## config.mk

```make
export PLATFORM = sky130hd
export DESIGN_NAME = id_stage_queued
export DESIGN_NICKNAME = d
export VERILOG_FILES = /design/src/rtl/id_stage_pkg.sv /design/src/rtl/id_stage_queued_queue.sv /design/src/rtl/id_stage_queued.sv
export SDC_FILE = /design/constraint.sdc
export NUM_CORES = 1
export LEC_CHECK = 0
export CORE_ASPECT_RATIO = 0.8
export CORE_MARGIN = 2
export CORE_UTILIZATION = 46
export CTS_BUF_LIST = sky130_fd_sc_hd__clkbuf_8
export CTS_CLUSTER_SIZE = 16
export DETAILED_ROUTE_END_ITERATION = 6
export GPL_ROUTABILITY_DRIVEN = 0
export PLACE_DENSITY = 0.72
export SLEW_MARGIN = 10
export SYNTH_ARGS = -nofsm -noshare
export SYNTH_HDL_FRONTEND = slang
export SYNTH_SLANG_ARGS = --single-unit
```

## constraint.sdc

```tcl
create_clock -name clk -period 19.9 [get_ports clk]
set_input_delay 2.985 -clock clk [delete_from_list [all_inputs] [get_ports clk]]
set_output_delay 2.985 -clock clk [all_outputs]
set_load 0.01 [all_outputs]
```

## src/rtl/id_stage_pkg.sv

```systemverilog
// id_stage_pkg
//   Shared types and decode helpers for the queued RV32I decode stage.
//   id_stage_in_t  : IF -> ID queue entry {inst, pc, pc4}
//   id_stage_out_t : ID -> EX pipeline register contents
//   gen_imm_f      : immediate generation for all RV32I formats
//   decode_ctrl_f  : control fields plus illegal flag for one instruction
//   uses_rs1_f / uses_rs2_f : which source registers an opcode actually reads
package id_stage_pkg;

  localparam int XLEN_DEF   = 32;
  localparam int QDEPTH_DEF = 2;

  typedef enum logic [6:0] {
    OPC_LUI    = 7'b0110111,
    OPC_AUIPC  = 7'b0010111,
    OPC_JAL    = 7'b1101111,
    OPC_JALR   = 7'b1100111,
    OPC_BRANCH = 7'b1100011,
    OPC_LOAD   = 7'b0000011,
    OPC_STORE  = 7'b0100011,
    OPC_OPIMM  = 7'b0010011,
    OPC_OP     = 7'b0110011
  } opcode_e;

  typedef struct packed {
    logic [31:0] inst;
    logic [31:0] pc;
    logic [31:0] pc4;
  } id_stage_in_t;

  typedef struct packed {
    logic [31:0] pc;
    logic [31:0] pc4;
    logic [31:0] imm;
    logic [31:0] opr_a;
    logic [31:0] opr_b;
    logic [4:0]  rd;
    logic [4:0]  rs1;
    logic [4:0]  rs2;
    logic [2:0]  funct3;
    logic        funct7_b5;
    logic [6:0]  opcode;     // raw field, so unrecognised opcodes stay visible
    logic        rf_en;      // instruction writes rd
    logic        dm_en;      // data memory access
    logic        dm_we;      // data memory write
  } id_stage_out_t;

  typedef struct packed {
    logic rf_en;
    logic dm_en;
    logic dm_we;
    logic illegal;
  } ctrl_t;

  function automatic logic [31:0] gen_imm_f(input logic [31:0] inst);
    logic [31:0] imm;
    imm = '0;
    case (inst[6:0])
      OPC_OPIMM, OPC_LOAD, OPC_JALR:
        imm = {{20{inst[31]}}, inst[31:20]};
      OPC_STORE:
        imm = {{20{inst[31]}}, inst[31:25], inst[11:7]};
      OPC_BRANCH:
        imm = {{19{inst[31]}}, inst[31], inst[7], inst[30:25], inst[11:8], 1'b0};
      OPC_LUI, OPC_AUIPC:
        imm = {inst[31:12], 12'b0};
      OPC_JAL:
        imm = {{11{inst[31]}}, inst[31], inst[19:12], inst[20], inst[30:21], 1'b0};
      default:
        imm = '0;
    endcase
    return imm;
  endfunction

  function automatic ctrl_t decode_ctrl_f(input logic [31:0] inst);
    ctrl_t c;
    c = '0;
    case (inst[6:0])
      OPC_LUI, OPC_AUIPC, OPC_JAL, OPC_JALR, OPC_OPIMM, OPC_OP:
        c.rf_en = 1'b1;
      OPC_BRANCH:
        c.rf_en = 1'b0;
      OPC_LOAD: begin
        c.rf_en = 1'b1;
        c.dm_en = 1'b1;
      end
      OPC_STORE: begin
        c.dm_en = 1'b1;
        c.dm_we = 1'b1;
      end
      default:
        c.illegal = 1'b1;
    endcase
    return c;
  endfunction

  function automatic logic uses_rs1_f(input logic [6:0] opc);
    case (opc)
      OPC_JALR, OPC_BRANCH, OPC_LOAD, OPC_STORE, OPC_OPIMM, OPC_OP: return 1'b1;
      default: return 1'b0;
    endcase
  endfunction

  function automatic logic uses_rs2_f(input logic [6:0] opc);
    case (opc)
      OPC_BRANCH, OPC_STORE, OPC_OP: return 1'b1;
      default: return 1'b0;
    endcase
  endfunction

endpackage

```

## src/rtl/id_stage_queued_queue.sv

```systemverilog
// id_inst_queue
//   Circular FIFO of id_stage_in_t between IF and ID.
//   clk, rst      : clock, async active-high reset
//   flush_i       : empties the queue at the next edge; push/pop that cycle are dropped
//   push_i/data_i : write request and entry (ignored when full)
//   pop_i         : consume the head (ignored when empty)
//   head_o        : current head entry, head_valid_o when the queue is non-empty
//   ready_o       : queue has a free slot
module id_inst_queue
  import id_stage_pkg::*;
#(
  parameter int QDEPTH = QDEPTH_DEF
)(
  input  logic         clk,
  input  logic         rst,
  input  logic         flush_i,
  input  logic         push_i,
  input  id_stage_in_t data_i,
  input  logic         pop_i,
  output id_stage_in_t head_o,
  output logic         head_valid_o,
  output logic         ready_o
);

  localparam int PTR_W = (QDEPTH > 1) ? $clog2(QDEPTH) : 1;
  localparam int CW    = $clog2(QDEPTH + 1);

  if ((QDEPTH < 2) || ((QDEPTH & (QDEPTH - 1)) != 0)) begin : g_bad_depth
    $error("id_inst_queue: QDEPTH must be a power of two and at least 2");
  end

  id_stage_in_t     mem [QDEPTH];
  logic [PTR_W-1:0] wr_ptr;
  logic [PTR_W-1:0] rd_ptr;
  logic [CW-1:0]    count;
  logic             push_eff;
  logic             pop_eff;

  assign ready_o      = (count < CW'(QDEPTH));
  assign head_valid_o = (count != '0);
  assign head_o       = mem[rd_ptr];

  assign push_eff = push_i & ready_o & ~flush_i;
  assign pop_eff  = pop_i & head_valid_o & ~flush_i;

  function automatic logic [PTR_W-1:0] ptr_inc(input logic [PTR_W-1:0] p);
    return (p == PTR_W'(QDEPTH - 1)) ? '0 : p + 1'b1;
  endfunction

  // NOTE: storage has no reset; count gates visibility, so stale slots are never read as valid.
  always_ff @(posedge clk) begin
    if (push_eff) mem[wr_ptr] <= data_i;
  end

  // NOTE: sequential state uses non-blocking assignments so every register samples pre-edge values.
  always_ff @(posedge clk or posedge rst) begin
    if (rst) begin
      wr_ptr <= '0;
      rd_ptr <= '0;
      count  <= '0;
    end else if (flush_i) begin
      wr_ptr <= '0;
      rd_ptr <= '0;
      count  <= '0;
    end else begin
      if (push_eff) wr_ptr <= ptr_inc(wr_ptr);
      if (pop_eff)  rd_ptr <= ptr_inc(rd_ptr);
      case ({push_eff, pop_eff})
        2'b10:   count <= count + 1'b1;
        2'b01:   count <= count - 1'b1;
        default: count <= count;
      endcase
    end
  end

endmodule

```

## src/rtl/id_stage_queued.sv

```systemverilog
// id_stage_queued
//   RV32I decode stage fed by a small instruction queue.
//   IF side : in_valid_i / in_ready_o / in_i
//   RF side : rs1_addr_o, rs2_addr_o out; rs1_data_i, rs2_data_i in (combinational read)
//   WB side : wb_en_i, wb_rd_i, wb_data_i (bypassed into operands)
//   EX side : ex_load_i, ex_rd_i (load-use interlock); out_valid_o / out_ready_i / id_out_o
//   Status  : illegal_o (registered with id_out_o), stall_cnt_o (saturating)
//   flush_i : discards the queue and the output register at the next edge
module id_stage_queued
  import id_stage_pkg::*;
#(
  parameter int XLEN   = XLEN_DEF,
  parameter int QDEPTH = QDEPTH_DEF,
  parameter int CNT_W  = 32
)(
  input  logic             clk,
  input  logic             rst,
  input  logic             flush_i,
  input  logic             in_valid_i,
  output logic             in_ready_o,
  input  id_stage_in_t     in_i,
  output logic [4:0]       rs1_addr_o,
  output logic [4:0]       rs2_addr_o,
  input  logic [XLEN-1:0]  rs1_data_i,
  input  logic [XLEN-1:0]  rs2_data_i,
  input  logic             wb_en_i,
  input  logic [4:0]       wb_rd_i,
  input  logic [XLEN-1:0]  wb_data_i,
  input  logic             ex_load_i,
  input  logic [4:0]       ex_rd_i,
  output logic             out_valid_o,
  input  logic             out_ready_i,
  output id_stage_out_t    id_out_o,
  output logic             illegal_o,
  output logic [CNT_W-1:0] stall_cnt_o
);

  if (XLEN != 32) begin : g_bad_xlen
    $error("id_stage_queued: only XLEN=32 is supported");
  end

  id_stage_in_t  head;
  logic          head_valid;
  logic [31:0]   inst;
  logic [6:0]    opc;
  ctrl_t         ctrl;
  logic          hazard;
  logic          out_free;
  logic          load;
  id_stage_out_t dec;

  id_inst_queue #(.QDEPTH(QDEPTH)) u_queue (
    .clk          (clk),
    .rst          (rst),
    .flush_i      (flush_i),
    .push_i       (in_valid_i),
    .data_i       (in_i),
    .pop_i        (load),
    .head_o       (head),
    .head_valid_o (head_valid),
    .ready_o      (in_ready_o)
  );

  assign inst       = head.inst;
  assign opc        = inst[6:0];
  assign rs1_addr_o = inst[19:15];
  assign rs2_addr_o = inst[24:20];
  assign ctrl       = decode_ctrl_f(inst);

  // x0 is hard zero; a same-cycle WB write to the source wins over the stale RF read.
  function automatic logic [XLEN-1:0] operand_f(
    input logic [4:0]      rs,
    input logic [XLEN-1:0] rf_data,
    input logic            we,
    input logic [4:0]      wrd,
    input logic [XLEN-1:0] wdata
  );
    if (rs == 5'd0)                return '0;
    else if (we && (wrd == rs))    return wdata;
    else                           return rf_data;
  endfunction

  // Only stall on sources the opcode really reads, so unrecognised opcodes never stall.
  assign hazard = ex_load_i && (ex_rd_i != 5'd0) &&
                  ((uses_rs1_f(opc) && (ex_rd_i == rs1_addr_o)) ||
                   (uses_rs2_f(opc) && (ex_rd_i == rs2_addr_o)));

  assign out_free = ~out_valid_o | out_ready_i;
  assign load     = head_valid & ~hazard & out_free;

  // NOTE: every always_comb output gets a default first so no latch can be inferred.
  always_comb begin
    dec           = '0;
    dec.pc        = head.pc;
    dec.pc4       = head.pc4;
    dec.imm       = gen_imm_f(inst);
    dec.opr_a     = operand_f(rs1_addr_o, rs1_data_i, wb_en_i, wb_rd_i, wb_data_i);
    dec.opr_b     = operand_f(rs2_addr_o, rs2_data_i, wb_en_i, wb_rd_i, wb_data_i);
    dec.rd        = inst[11:7];
    dec.rs1       = rs1_addr_o;
    dec.rs2       = rs2_addr_o;
    dec.funct3    = inst[14:12];
    dec.funct7_b5 = inst[30];
    dec.opcode    = opc;
    dec.rf_en     = ctrl.rf_en;
    dec.dm_en     = ctrl.dm_en;
    dec.dm_we     = ctrl.dm_we;
  end

  // Output register: payload only changes on a load, so it holds under backpressure.
  always_ff @(posedge clk or posedge rst) begin
    if (rst) begin
      out_valid_o <= 1'b0;
      id_out_o    <= '0;
      illegal_o   <= 1'b0;
    end else if (flush_i) begin
      out_valid_o <= 1'b0;
      illegal_o   <= 1'b0;
    end else if (load) begin
      out_valid_o <= 1'b1;
      id_out_o    <= dec;
      illegal_o   <= ctrl.illegal;
    end else if (out_ready_i) begin
      out_valid_o <= 1'b0;
      illegal_o   <= 1'b0;
    end
  end

  // Counts cycles lost to the interlock only; flush does not clear it.
  always_ff @(posedge clk or posedge rst) begin
    if (rst) begin
      stall_cnt_o <= '0;
    end else if (head_valid && hazard && out_free && (stall_cnt_o != {CNT_W{1'b1}})) begin
      stall_cnt_o <= stall_cnt_o + CNT_W'(1);
    end
  end

endmodule

```

==> results of run 1 <==
-- worst max-delay path: cells and delay by family, from the launching register on --
kind,cells,cell delay (ps)
buffers and inverters,3,1480
DFF,1,1010
muxes,1,390
-- area by class of cell --
class / instances / area [um^2] / share of cell area
diodes: 3 / 7.51 / 0.000324
clock buffers: 79 / 1090 / 0.0469
clock inverters: 46 / 267 / 0.0115
inverters: 15 / 63.8 / 0.00275
multi-input cells: 742 / 5130 / 0.221
flip-flops and latches: 419 / 11400 / 0.494
well taps: 487 / 609 / 0.0263
repair buffers: 462 / 4570 / 0.197
-- worst min-delay path by stage --
| stage | slack, ps | to | cells past startpoint | from |
|---|---|---|---|---|
| after floorplan | 500 | id_out_o[177] | 2 | u_queue.mem[0][52] |
| after global placement | 460 | id_out_o[71] | 2 | id_out_o[71] |
| after detailed placement | 470 | id_out_o[76] | 2 | id_out_o[76] |
| after CTS | 480 | id_out_o[51] | 2 | id_out_o[51] |
| after global routing | 490 | id_out_o[99] | 2 | id_out_o[99] |
| final | 480 | id_out_o[92] | 2 | id_out_o[92] |
-- placed cells by master, fill, tap and decap left out, types with 3 or more instances in the layout --
cell type	n
sky130_fd_sc_hd__a21oi_1	6
sky130_fd_sc_hd__diode_2	3
sky130_fd_sc_hd__edfxtp_1	192
sky130_fd_sc_hd__mux2i_2	5
sky130_fd_sc_hd__o22a_1	5
sky130_fd_sc_hd__clkinv_2	6
sky130_fd_sc_hd__inv_8	5
sky130_fd_sc_hd__nor3_1	3
sky130_fd_sc_hd__mux2_2	22
sky130_fd_sc_hd__buf_4	20
sky130_fd_sc_hd__dfrtp_1	226
sky130_fd_sc_hd__nor4_1	6
sky130_fd_sc_hd__xor2_1	4
sky130_fd_sc_hd__nand4_1	22
sky130_fd_sc_hd__xnor2_1	49
sky130_fd_sc_hd__and2_1	4
sky130_fd_sc_hd__o31ai_1	73
sky130_fd_sc_hd__clkbuf_8	79
sky130_fd_sc_hd__nor3_2	4
sky130_fd_sc_hd__nand2_1	187
sky130_fd_sc_hd__mux2i_4	4
sky130_fd_sc_hd__o21ai_0	120
sky130_fd_sc_hd__mux2i_1	152
sky130_fd_sc_hd__inv_1	45
sky130_fd_sc_hd__nand3_2	3
sky130_fd_sc_hd__and3_1	9
sky130_fd_sc_hd__nor2_1	16
sky130_fd_sc_hd__clkdlybuf4s50_1	442
sky130_fd_sc_hd__nand4b_1	3
sky130_fd_sc_hd__nand3_1	14
-- flip-flops by register name, summed over array words and instances, names as in the netlist --
signal / flops
u_queue.count: 2
stall_cnt_o: 32
illegal_o: 1
u_queue.mem: 192
id_out_o: 189
u_queue.wr_ptr: 1
u_queue.rd_ptr: 1
out_valid_o: 1
-- kinds of logic (layout without fill, tap and decap cells) --
family,count (synthesis),in the layout,synth area share
fa+ha+maj,1,1,0.000734
compound gates,220,220,0.0818
flops,419,419,0.672
xor+xnor,53,53,0.0272
other cells,0,3,0
simple gates,285,285,0.0754
buf+inv,98,602,0.0302
mux,183,183,0.113
-- routing by layer --
metal | wire length [um] | vias up
li1 | - | 5507
met1 | 19100 | 5713
met2 | 22200 | 389
met3 | 3990 | 95
met4 | 1490 | 4
met5 | 33 | -
-- power by group through the flow --
stage | Sequential (W) | Clock, W | Combinational, W
global placement | 0.00121 | 0 | 0.000810
floorplan | 0.00128 | 0 | 0.000266
detailed placement | 0.00122 | 0 | 0.000828
finish | 0.00121 | 0.000730 | 0.000819
global route | 0.00123 | 0.000789 | 0.000886
CTS | 0.00121 | 0.000752 | 0.000829
-- stage by stage --
stage                     hold slack (ps)  instance area (um^2)
after detailed placement              467                 21800
after global routing                  495                 23200
after global placement                459                 21800
final                                 477                 23200
after floorplan                       505                 17000
after CTS                             480                 23200
==> impl_metrics.csv, run 1 <==
group,metric,value,unit
floorplan,std_cell_rows,63,
sta,maxSlewHeadroom,0.257,
floorplan,die_h,176,um
outcome,status,"finished, final reports clean",
worst_setup_path,critical_path.cell_chain,"buf_4, mux2i_4, inv_1, clkdlybuf4s50_1",
route,wire_per_inst,20.8,um
worst_setup_path,critical_path_required,16910,ps
finish,post_route_cells_drive_above_1_share,0.0942,
route,dr.first_iter.drc_count,749,
placement,io_buffer_count,442,
worst_setup_path,criticalPathCategory,"reg2out",
cts,post_cts.repair.setup_buffers,0,
finish,layout.cells.non_filler,2253,
synthesis,synth_warnings,0,
synthesis,yosys.area.top_type_share,0.338,
sta,finalHoldViolations,0,
finish,fin_nets,1919,
synthesis,post_synth_inst_count,1259,
cts,clock_tree_from_tritoncts,"done",
route,drc,0,
synthesis,synth_cell_type_count,55,
worst_setup_path,cp_max_fo,60,
synthesis,synthesis.area_per_instance,13.5,um^2
worst_setup_path,ff2ff_setup_slack,14750,ps
power_and_ir_drop,design_power_total,0.00275,W
global_routing,first_global_vias,11977,
synthesis,ys_dominant_reg_cell,"sky130_fd_sc_hd__dfrtp_1",
finish,postLayoutCoreUtil,0.630,
power_and_ir_drop,cellInternalPower,0.00193,W
route,totalWireLength,46.8,mm
global_routing,grt.busiest_layer,"met2",
sta,finalCritPeriodShare,0.333,
sta,totalNegativeSetupSlack,0,ps
power_and_ir_drop,power.share.clock,0.265,
sta,setup_repair_after_global_routing_missed_its_margin,"false",
synthesis,netlist_area,17000,um^2
synthesis,synth_cell_count_leaders,"sky130_fd_sc_hd__dfrtp_1 (227), sky130_fd_sc_hd__edfxtp_1 (192), sky130_fd_sc_hd__nand2_1 (187), sky130_fd_sc_hd__mux2i_1 (152), sky130_fd_sc_hd__o21ai_0 (120)",
run,max_cap_violations,0,
global_routing,grt_first_pass_wirelength,69.5,mm
power_and_ir_drop,share_comb_of_total_power,0.297,
finish,syn_to_final_growth,36.0,%
power_and_ir_drop,swShare,0.301,
cts,cts-hold-fix-buffers,0,
sta,tightestPinTransition,1110,ps
sta,minimum_period_implied_by_the_final_worst_setup_slack,6630,ps
worst_setup_path,worst_setup_path_end_kind,"output port",
route,antenna_left,0,
worst_setup_path,worst_reg2reg_endpoint,"id_out_o[112]",
finish,fillers,2803,
power_and_ir_drop,power_density,119,nW/um^2
floorplan,fp.dieArea,38600,um^2
sta,finalClockSkew,35.2,ps
hold_path,hold_path_class,"reg2reg",
route,detailedRoute.firstPassIterationCount,4,
synthesis,async_flop_share,0.542,
synthesis,synth_enable_flop_cells,192,
cts,ctsHtreeMaxLevel,3,
global_routing,met1_usage,0.296,
global_routing,globalRouteMet2Util,0.388,
global_routing,globalRouteOverflowTotal,0,
worst_setup_path,critical_path_arrival,3650,ps
synthesis,yosysMostFrequentCell,"sky130_fd_sc_hd__dfrtp_1",
route,route.detailed.vias_per_inst,5.20,
placement,dp_hpwl,32.4,mm
synthesis,ys_ff_latch,419,
worst_setup_path,worst_reg2reg_path_startpoint,"u_queue.rd_ptr",
sta,fmax,0.151,GHz
placement,placedCellCount,2125,
floorplan,boundaryPins,443,
global_routing,groute.usage.overall,0.240,
worst_setup_path,timing.critical_path.to,"rs2_addr_o[4]",
cts,clk_pin_slew,60,ps
global_routing,grt_util_met3,0.0861,
cts,cts_resized,0,
cts,clock_sink_count,419,
floorplan,core_area,36800,um^2
floorplan,initial_utilization,0.463,
worst_setup_path,crit_start,"u_queue.rd_ptr",
worst_setup_path,worst_path_max_delay_cell,"sky130_fd_sc_hd__dfrtp_4",
cts,clk_latency,620,ps
synthesis,synth_area_leader_cell,"sky130_fd_sc_hd__edfxtp_1",
cts,numCtsBuffers,69,
sta,finalSetupViolations,0,
global_routing,maximum_number_of_pins_on_one_net_before_global_route_repair,126,
global_routing,initial_antenna_violation_count,6,
worst_setup_path,critical_path.startpoint_type,"flop",
floorplan,chipWidth,219,um
cts,clock_tree.root_cell,"sky130_fd_sc_hd__clkbuf_8",
power_and_ir_drop,power_switching,0.000829,W
synthesis,syn-num-nets,1469,
sta,final.setup.worst_slack,13270,ps
placement,worst_setup_slack_after_placement,13560,ps
worst_setup_path,crit_path_max_incr_delay,1010,ps
synthesis,synth.yosys.seq_area_share,0.672,
power_and_ir_drop,power.share.sequential,0.438,
worst_setup_path,rr_worst_depth,9,
sta,max_slew_violation_total_from_the_final_report,0,
synthesis,leading_cell_types_by_total_area_after_synthesis,"sky130_fd_sc_hd__edfxtp_1 (34%), sky130_fd_sc_hd__dfrtp_1 (33%), sky130_fd_sc_hd__mux2i_1 (8.9%)",
power_and_ir_drop,power.leakage,9.50,nW
route,vias,11708,
power_and_ir_drop,vdd_ir_drop_max,85.1,uV
cts,cts.path.max_buffers,3,
(Power assumes the default switching activity.)
==> run 2, diff against run 1 <==
--- a/config.mk
+++ b/config.mk
@@ -12,7 +12,7 @@
 export CTS_CLUSTER_SIZE = 16
 export DETAILED_ROUTE_END_ITERATION = 6
 export GPL_ROUTABILITY_DRIVEN = 0
-export PLACE_DENSITY = 0.72
+export PLACE_DENSITY = 0.75
 export SLEW_MARGIN = 10
 export SYNTH_ARGS = -nofsm -noshare
 export SYNTH_HDL_FRONTEND = slang
==> constraint.sdc (replaced) <==
create_clock -name clk -period 5.69 [get_ports clk]
set_input_delay 0.8535 -clock clk [delete_from_list [all_inputs] [get_ports clk]]
set_output_delay 0.8535 -clock clk [all_outputs]
set_load 0.01 [all_outputs]
==> run 2 against run 1 <==
Clock skew down 3.3 ps. Die area unchanged. Cell area up 0.31%. Critical path depth up 2. Clock power rose to 3.7 times the previous value. Sequential share of layout area down 0.15 points. Cell count down 0.22%. Largest power group unchanged. Utilization up 0.20 points. Setup slack worse by 12000 ps. First-iteration DRC count up 3.2%.
==> impl_metrics.csv, run 2 (synthesis gave the netlist of run 1 again) <==
group,metric,value,unit
cts,post_cts.repair.setup_buffers,0,
sta,finalHoldViolations,0,
route,wire_per_inst,20.7,um
global_routing,globalRouteOverflowTotal,0,
sta,final.setup.worst_slack,1390,ps
hold_path,hold_path_class,"reg2reg",
sta,setup_repair_after_global_routing_missed_its_margin,"false",
placement,io_buffer_count,442,
route,drc,0,
cts,ctsHtreeMaxLevel,3,
global_routing,groute.usage.overall,0.240,
cts,numCtsBuffers,70,
route,route.detailed.vias_per_inst,5.18,
finish,fin_nets,1913,
route,totalWireLength,46.6,mm
floorplan,initial_utilization,0.463,
sta,fmax,0.233,GHz
finish,syn_to_final_growth,36.5,%
sta,hold_ws,471,ps
global_routing,grt_first_pass_wirelength,70.2,mm
global_routing,first_global_vias,12085,
cts,clock_tree_from_tritoncts,"done",
cts,clock_sink_count,419,
global_routing,grt.busiest_layer,"met2",
floorplan,core_area,36800,um^2
global_routing,maximum_number_of_pins_on_one_net_before_global_route_repair,156,
cts,cts-hold-fix-buffers,0,
floorplan,boundaryPins,443,
cts,cts_resized,0,
worst_setup_path,critical_path_required,6190,ps
placement,dp_hpwl,32.0,mm
route,vias,11649,
floorplan,die_h,176,um
power_and_ir_drop,power_density,420,nW/um^2
finish,largest_register,"u_queue.mem",
global_routing,grt_util_met3,0.0978,
sta,tightestPinTransition,1060,ps
worst_setup_path,cp_max_fo,80,
floorplan,chipWidth,219,um
run,max_cap_violations,0,
sta,totalNegativeSetupSlack,0,ps
global_routing,met1_usage,0.292,
sta,minimum_period_implied_by_the_final_worst_setup_slack,4300,ps
global_routing,initial_antenna_violation_count,7,
route,detailedRoute.firstPassIterationCount,5,
placement,worst_setup_slack_after_placement,1380,ps
power_and_ir_drop,power.leakage,9.48,nW
finish,post_route_cells_drive_above_1_share,0.0928,
worst_setup_path,critical_path.startpoint_type,"flop",
outcome,status,"finished, final reports clean",
sta,finalSetupViolations,0,
sta,maxSlewHeadroom,0.296,
finish,layout_commonest_cell,"sky130_fd_sc_hd__clkdlybuf4s50_1",
sta,max_slew_violation_total_from_the_final_report,0,
finish,flip_flop_count_of_the_largest_register_all_copies_and_words_added,192,
global_routing,globalRouteMet2Util,0.392,
cts,clock_tree.root_cell,"sky130_fd_sc_hd__clkbuf_8",
worst_setup_path,ff2ff_setup_slack,1390,ps
floorplan,std_cell_rows,63,
cts,cts.path.max_buffers,3,
floorplan,fp.dieArea,38600,um^2
sta,finalClockSkew,31.9,ps
worst_setup_path,critical_path_arrival,4790,ps
cts,clk_pin_slew,60,ps
worst_setup_path,worst_setup_path_end_kind,"flop",
power_and_ir_drop,vdd_ir_drop_max,325,uV
route,dr.first_iter.drc_count,773,
sta,finalCritPeriodShare,0.755,
route,antenna_left,0,
finish,layout.cells.non_filler,2248,
cts,clk_latency,610,ps
placement,placedCellCount,2118,
finish,final_cell_mix,"sky130_fd_sc_hd__clkdlybuf4s50_1 (442), sky130_fd_sc_hd__dfrtp_1 (226), sky130_fd_sc_hd__edfxtp_1 (192), sky130_fd_sc_hd__nand2_1 (187), sky130_fd_sc_hd__mux2i_1 (152)",
finish,registers_with_the_highest_flip_flop_counts,"u_queue.mem x192, id_out_o x189, stall_cnt_o x32",
worst_setup_path,criticalPathCategory,"reg2reg",
## run 2: changes by cell type in the layout (fill, tap and decap cells not counted), moves of 3 or more
cell / change
sky130_fd_sc_hd__clkbuf_8: +3
sky130_fd_sc_hd__clkinv_1: +5
sky130_fd_sc_hd__buf_4: -11
sky130_fd_sc_hd__inv_1: -8
sky130_fd_sc_hd__inv_8: -3
sky130_fd_sc_hd__buf_12: +4
## run 2: metrics by stage
| step | total power [W] | util | area [um^2] |
|---|---|---|---|
| 3_5_place_dp | 0.00715 | 0.593 | 21800 |
| 2_1_floorplan | 0.00540 | - | 17100 |
| 5_1_grt | 0.0103 | 0.632 | 23200 |
| 3_3_place_gp | 0.00708 | 0.593 | 21800 |
| 4_1_cts | 0.00987 | 0.632 | 23200 |
| 6_report | 0.00976 | 0.632 | 23300 |
## run 2: where the power goes
| part | internal [W] | switching (W) | total (W) | leakage [nW] |
|---|---|---|---|---|
| clock network | 0.00146 | 0.00122 | 0.00268 | 0.817 |
| logic | 0.00153 | 0.00132 | 0.00285 | 3.98 |
| registers | 0.00383 | 0.000397 | 0.00422 | 4.69 |
| total | 0.00682 | 0.00294 | 0.00976 | 9.48 |
## run 2: worst paths after layout
| kind | from | endpoint | cells past startpoint |
|---|---|---|---|
| min in group asynchronous | rst | id_out_o[58] | 3 |
| worst max register to register | u_queue.rd_ptr | id_out_o[106] | 6 |
| max in group asynchronous | rst | u_queue.rd_ptr | 3 |
| worst min register to register | id_out_o[87] | id_out_o[87] | 2 |
| worst min-delay path | id_out_o[87] | id_out_o[87] | 2 |
| worst max-delay path | u_queue.rd_ptr | id_out_o[106] | 6 |
## run 2: worst max-delay path, stage by stage (launching register included)
cell and delay (ps):
sky130_fd_sc_hd__dfrtp_4 1040, sky130_fd_sc_hd__mux2i_1 470, sky130_fd_sc_hd__nor4_1 740, sky130_fd_sc_hd__o2111ai_1 300
sky130_fd_sc_hd__nand3_4 480, sky130_fd_sc_hd__buf_4 670, sky130_fd_sc_hd__mux2_2 400
## run 2: per-layer routing
metal	wire, um	up-vias
met5	63	-
li1	-	5490
met3	4600	91
met1	18500	5674
met4	1110	8
met2	22400	386
## run 2: layout make-up
| cell class | count | area [um^2] |
|---|---|---|
| Antenna cell | 4 | 10.0 |
| Clock buffer | 82 | 1130 |
| Clock inverter | 44 | 289 |
| Fill cell | 2835 | 13600 |
| Inverter | 15 | 60.1 |
| Multi-Input combinational cell | 742 | 5140 |
| Sequential cell | 419 | 11400 |
| Tap cell | 487 | 609 |
| Timing Repair Buffer | 455 | 4570 |
==> run 3, diff against run 2 <==
==> constraint.sdc (replaced) <==
create_clock -name clk -period 3.65 [get_ports clk]
set_input_delay 0.5475 -clock clk [delete_from_list [all_inputs] [get_ports clk]]
set_output_delay 0.5475 -clock clk [all_outputs]
set_load 0.01 [all_outputs]
==> run 3 against run 2 <==
Global-route usage rose by 0.20 points. Combinational power rose by 60%. Maximum frequency rose by 24%. Cell area rose by 0.62%. Utilization rose by 0.39 points. First-iteration DRC count rose by 23%. Cell count rose by 1.3%. Critical endpoint is now id_out_o[122]. Largest cell class unchanged. Highest routed layer unchanged.
==> impl_metrics.csv, run 3 (synthesis gave the netlist of run 1 again) <==
group,metric,value,unit
sta,finalSetupViolations,0,
floorplan,chipWidth,219,um
route,vias,11860,
placement,io_buffer_count,442,
global_routing,maximum_number_of_pins_on_one_net_before_global_route_repair,266,
hold_path,hold_path_class,"reg2reg",
sta,totalNegativeSetupSlack,0,ps
route,detailedRoute.firstPassIterationCount,5,
worst_setup_path,critical_path_required,4100,ps
cts,clk_pin_slew,60,ps
worst_setup_path,worst_reg2reg_endpoint,"id_out_o[122]",
sta,finalCritPeriodShare,0.946,
cts,post_cts.repair.setup_buffers,0,
sta,maxSlewHeadroom,0.162,
outcome,status,"finished, final reports clean",
global_routing,met1_usage,0.309,
global_routing,globalRouteMet2Util,0.388,
finish,fin_nets,1943,
cts,cts-hold-fix-buffers,0,
global_routing,grt.busiest_layer,"met2",
floorplan,initial_utilization,0.463,
floorplan,die_h,176,um
sta,finalClockSkew,34.7,ps
cts,clock_tree_from_tritoncts,"done",
global_routing,first_global_vias,12069,
sta,tightestPinTransition,1260,ps
finish,layout_commonest_cell,"sky130_fd_sc_hd__clkdlybuf4s50_1",
hold_path,hold-path-cell-count,2,
cts,numCtsBuffers,68,
floorplan,core_area,36800,um^2
power_and_ir_drop,power_density,635,nW/um^2
route,dr.first_iter.drc_count,947,
cts,ctsHtreeMaxLevel,3,
route,drc,0,
worst_setup_path,critical_path_arrival,3900,ps
finish,post_route_cells_drive_above_1_share,0.104,
sta,minimum_period_implied_by_the_final_worst_setup_slack,3450,ps
route,route.detailed.vias_per_inst,5.21,
finish,registers_with_the_highest_flip_flop_counts,"u_queue.mem x192, id_out_o x189, stall_cnt_o x32",
route,totalWireLength,47.3,mm
finish,largest_register,"u_queue.mem",
floorplan,fp.dieArea,38600,um^2
power_and_ir_drop,power.leakage,9.62,nW
sta,max_slew_violation_total_from_the_final_report,0,
cts,cts.path.max_buffers,3,
route,wire_per_inst,20.8,um
cts,clock_sink_count,419,
cts,cts_resized,0,
placement,dp_hpwl,33.4,mm
worst_setup_path,critical_path.startpoint_type,"flop",
floorplan,boundaryPins,443,
hold_path,hold-path-endpoint,"id_out_o[20]",
finish,flip_flop_count_of_the_largest_register_all_copies_and_words_added,192,
global_routing,grt_first_pass_wirelength,70.6,mm
run,max_cap_violations,0,
worst_setup_path,rr_worst_depth,7,
cts,clock_tree.root_cell,"sky130_fd_sc_hd__clkbuf_8",
finish,fillers,2837,
floorplan,std_cell_rows,63,
worst_setup_path,worst_reg2reg_path_startpoint,"u_queue.rd_ptr",
placement,worst_setup_slack_after_placement,250,ps
finish,syn_to_final_growth,37.3,%
worst_setup_path,cp_max_fo,265,
route,antenna_left,0,
worst_setup_path,ff2ff_setup_slack,200,ps
sta,final.setup.worst_slack,198,ps
hold_path,hold_start,"id_out_o[20]",
global_routing,groute.usage.overall,0.242,
global_routing,initial_antenna_violation_count,7,
sta,setup_repair_after_global_routing_missed_its_margin,"false",
worst_setup_path,worst_setup_path_end_kind,"flop",
finish,finalInstanceArea,23400,um^2
placement,place_area,22100,um^2
finish,final_cell_mix,"sky130_fd_sc_hd__clkdlybuf4s50_1 (442), sky130_fd_sc_hd__dfrtp_1 (226), sky130_fd_sc_hd__edfxtp_1 (192), sky130_fd_sc_hd__nand2_1 (187), sky130_fd_sc_hd__mux2i_1 (152)",
sta,fmax,0.290,GHz
worst_setup_path,criticalPathCategory,"reg2reg",
cts,clk_latency,600,ps
global_routing,grt_util_met3,0.0829,
sta,finalHoldViolations,0,
power_and_ir_drop,vdd_ir_drop_max,517,uV
global_routing,globalRouteOverflowTotal,0,
[run 3: changes by cell type in the layout (fill, tap and decap cells not counted)]
cell,change
sky130_fd_sc_hd__inv_1,+10
sky130_fd_sc_hd__buf_4,+27
sky130_fd_sc_hd__inv_8,+2
sky130_fd_sc_hd__clkinv_4,-1
sky130_fd_sc_hd__clkbuf_8,-7
sky130_fd_sc_hd__bufinv_16,-3
sky130_fd_sc_hd__clkinv_1,-4
sky130_fd_sc_hd__diode_2,+2
sky130_fd_sc_hd__buf_12,+5
sky130_fd_sc_hd__clkinv_8,-1
sky130_fd_sc_hd__clkinvlp_4,+1
sky130_fd_sc_hd__clkinv_2,-1
[run 3: final cells by class]
type | instances | area (um^2) | share of cell area
inverter | 15 | 60.1 | 0.00257
antenna | 6 | 15.0 | 0.000642
timing repair buffer | 487 | 4870 | 0.208
sequential | 419 | 11400 | 0.489
clock inverter | 47 | 221 | 0.00946
clock buffer | 75 | 1030 | 0.0441
tap | 487 | 609 | 0.0260
multi-input combinational | 742 | 5140 | 0.220
[run 3: worst max-delay path, cell delays in order, from the launching register on]
cell                        delay [ps]
sky130_fd_sc_hd__dfrtp_4           720
sky130_fd_sc_hd__mux2i_2           350
sky130_fd_sc_hd__xnor2_1           150
sky130_fd_sc_hd__nor4_1            370
sky130_fd_sc_hd__o2111ai_1         240
sky130_fd_sc_hd__nand3_4           170
sky130_fd_sc_hd__buf_12            530
sky130_fd_sc_hd__mux2_2            420
[run 3: how the worst max path moves through the flow]
stage / startpoint / endpoint / slack (ps) / cells after the start
5_1_grt: u_queue.rd_ptr / id_out_o[122] / 90 / 7
2_1_floorplan: flush_i / u_queue.mem[1][0] / 10 / 2
3_5_place_dp: u_queue.rd_ptr / id_out_o[115] / 250 / 7
3_3_place_gp: ex_rd_i[1] / id_out_o[120] / 400 / 8
6_report: u_queue.rd_ptr / id_out_o[122] / 200 / 7
4_1_cts: u_queue.rd_ptr / id_out_o[119] / 230 / 7
[run 3: layer usage]
| metal | vias to the layer above | wire length, um | part of all wire |
|---|---|---|---|
| met3 | 81 | 4150 | 0.088 |
| li1 | 5537 | - | - |
| met4 | 4 | 1200 | 0.025 |
| met2 | 431 | 22600 | 0.48 |
| met5 | - | 26 | 0.00055 |
| met1 | 5807 | 19300 | 0.41 |
[run 3: metrics by stage]
stage	cells	total power, W	hold slack [ps]	utilization
floorplan	1259	0.00842	505	-
global placement	2150	0.0111	460	0.601
detailed placement	2150	0.0112	465	0.601
CTS	2272	0.0150	479	0.635
global route	2273	0.0156	480	0.635
finish	2278	0.0149	476	0.636
[run 3: where the power goes]
group          switching [W]  internal (W)  total, W
logic                0.00212       0.00243   0.00455
registers           0.000593       0.00597   0.00656
clock network        0.00183       0.00191   0.00374
total                0.00455        0.0103    0.0149
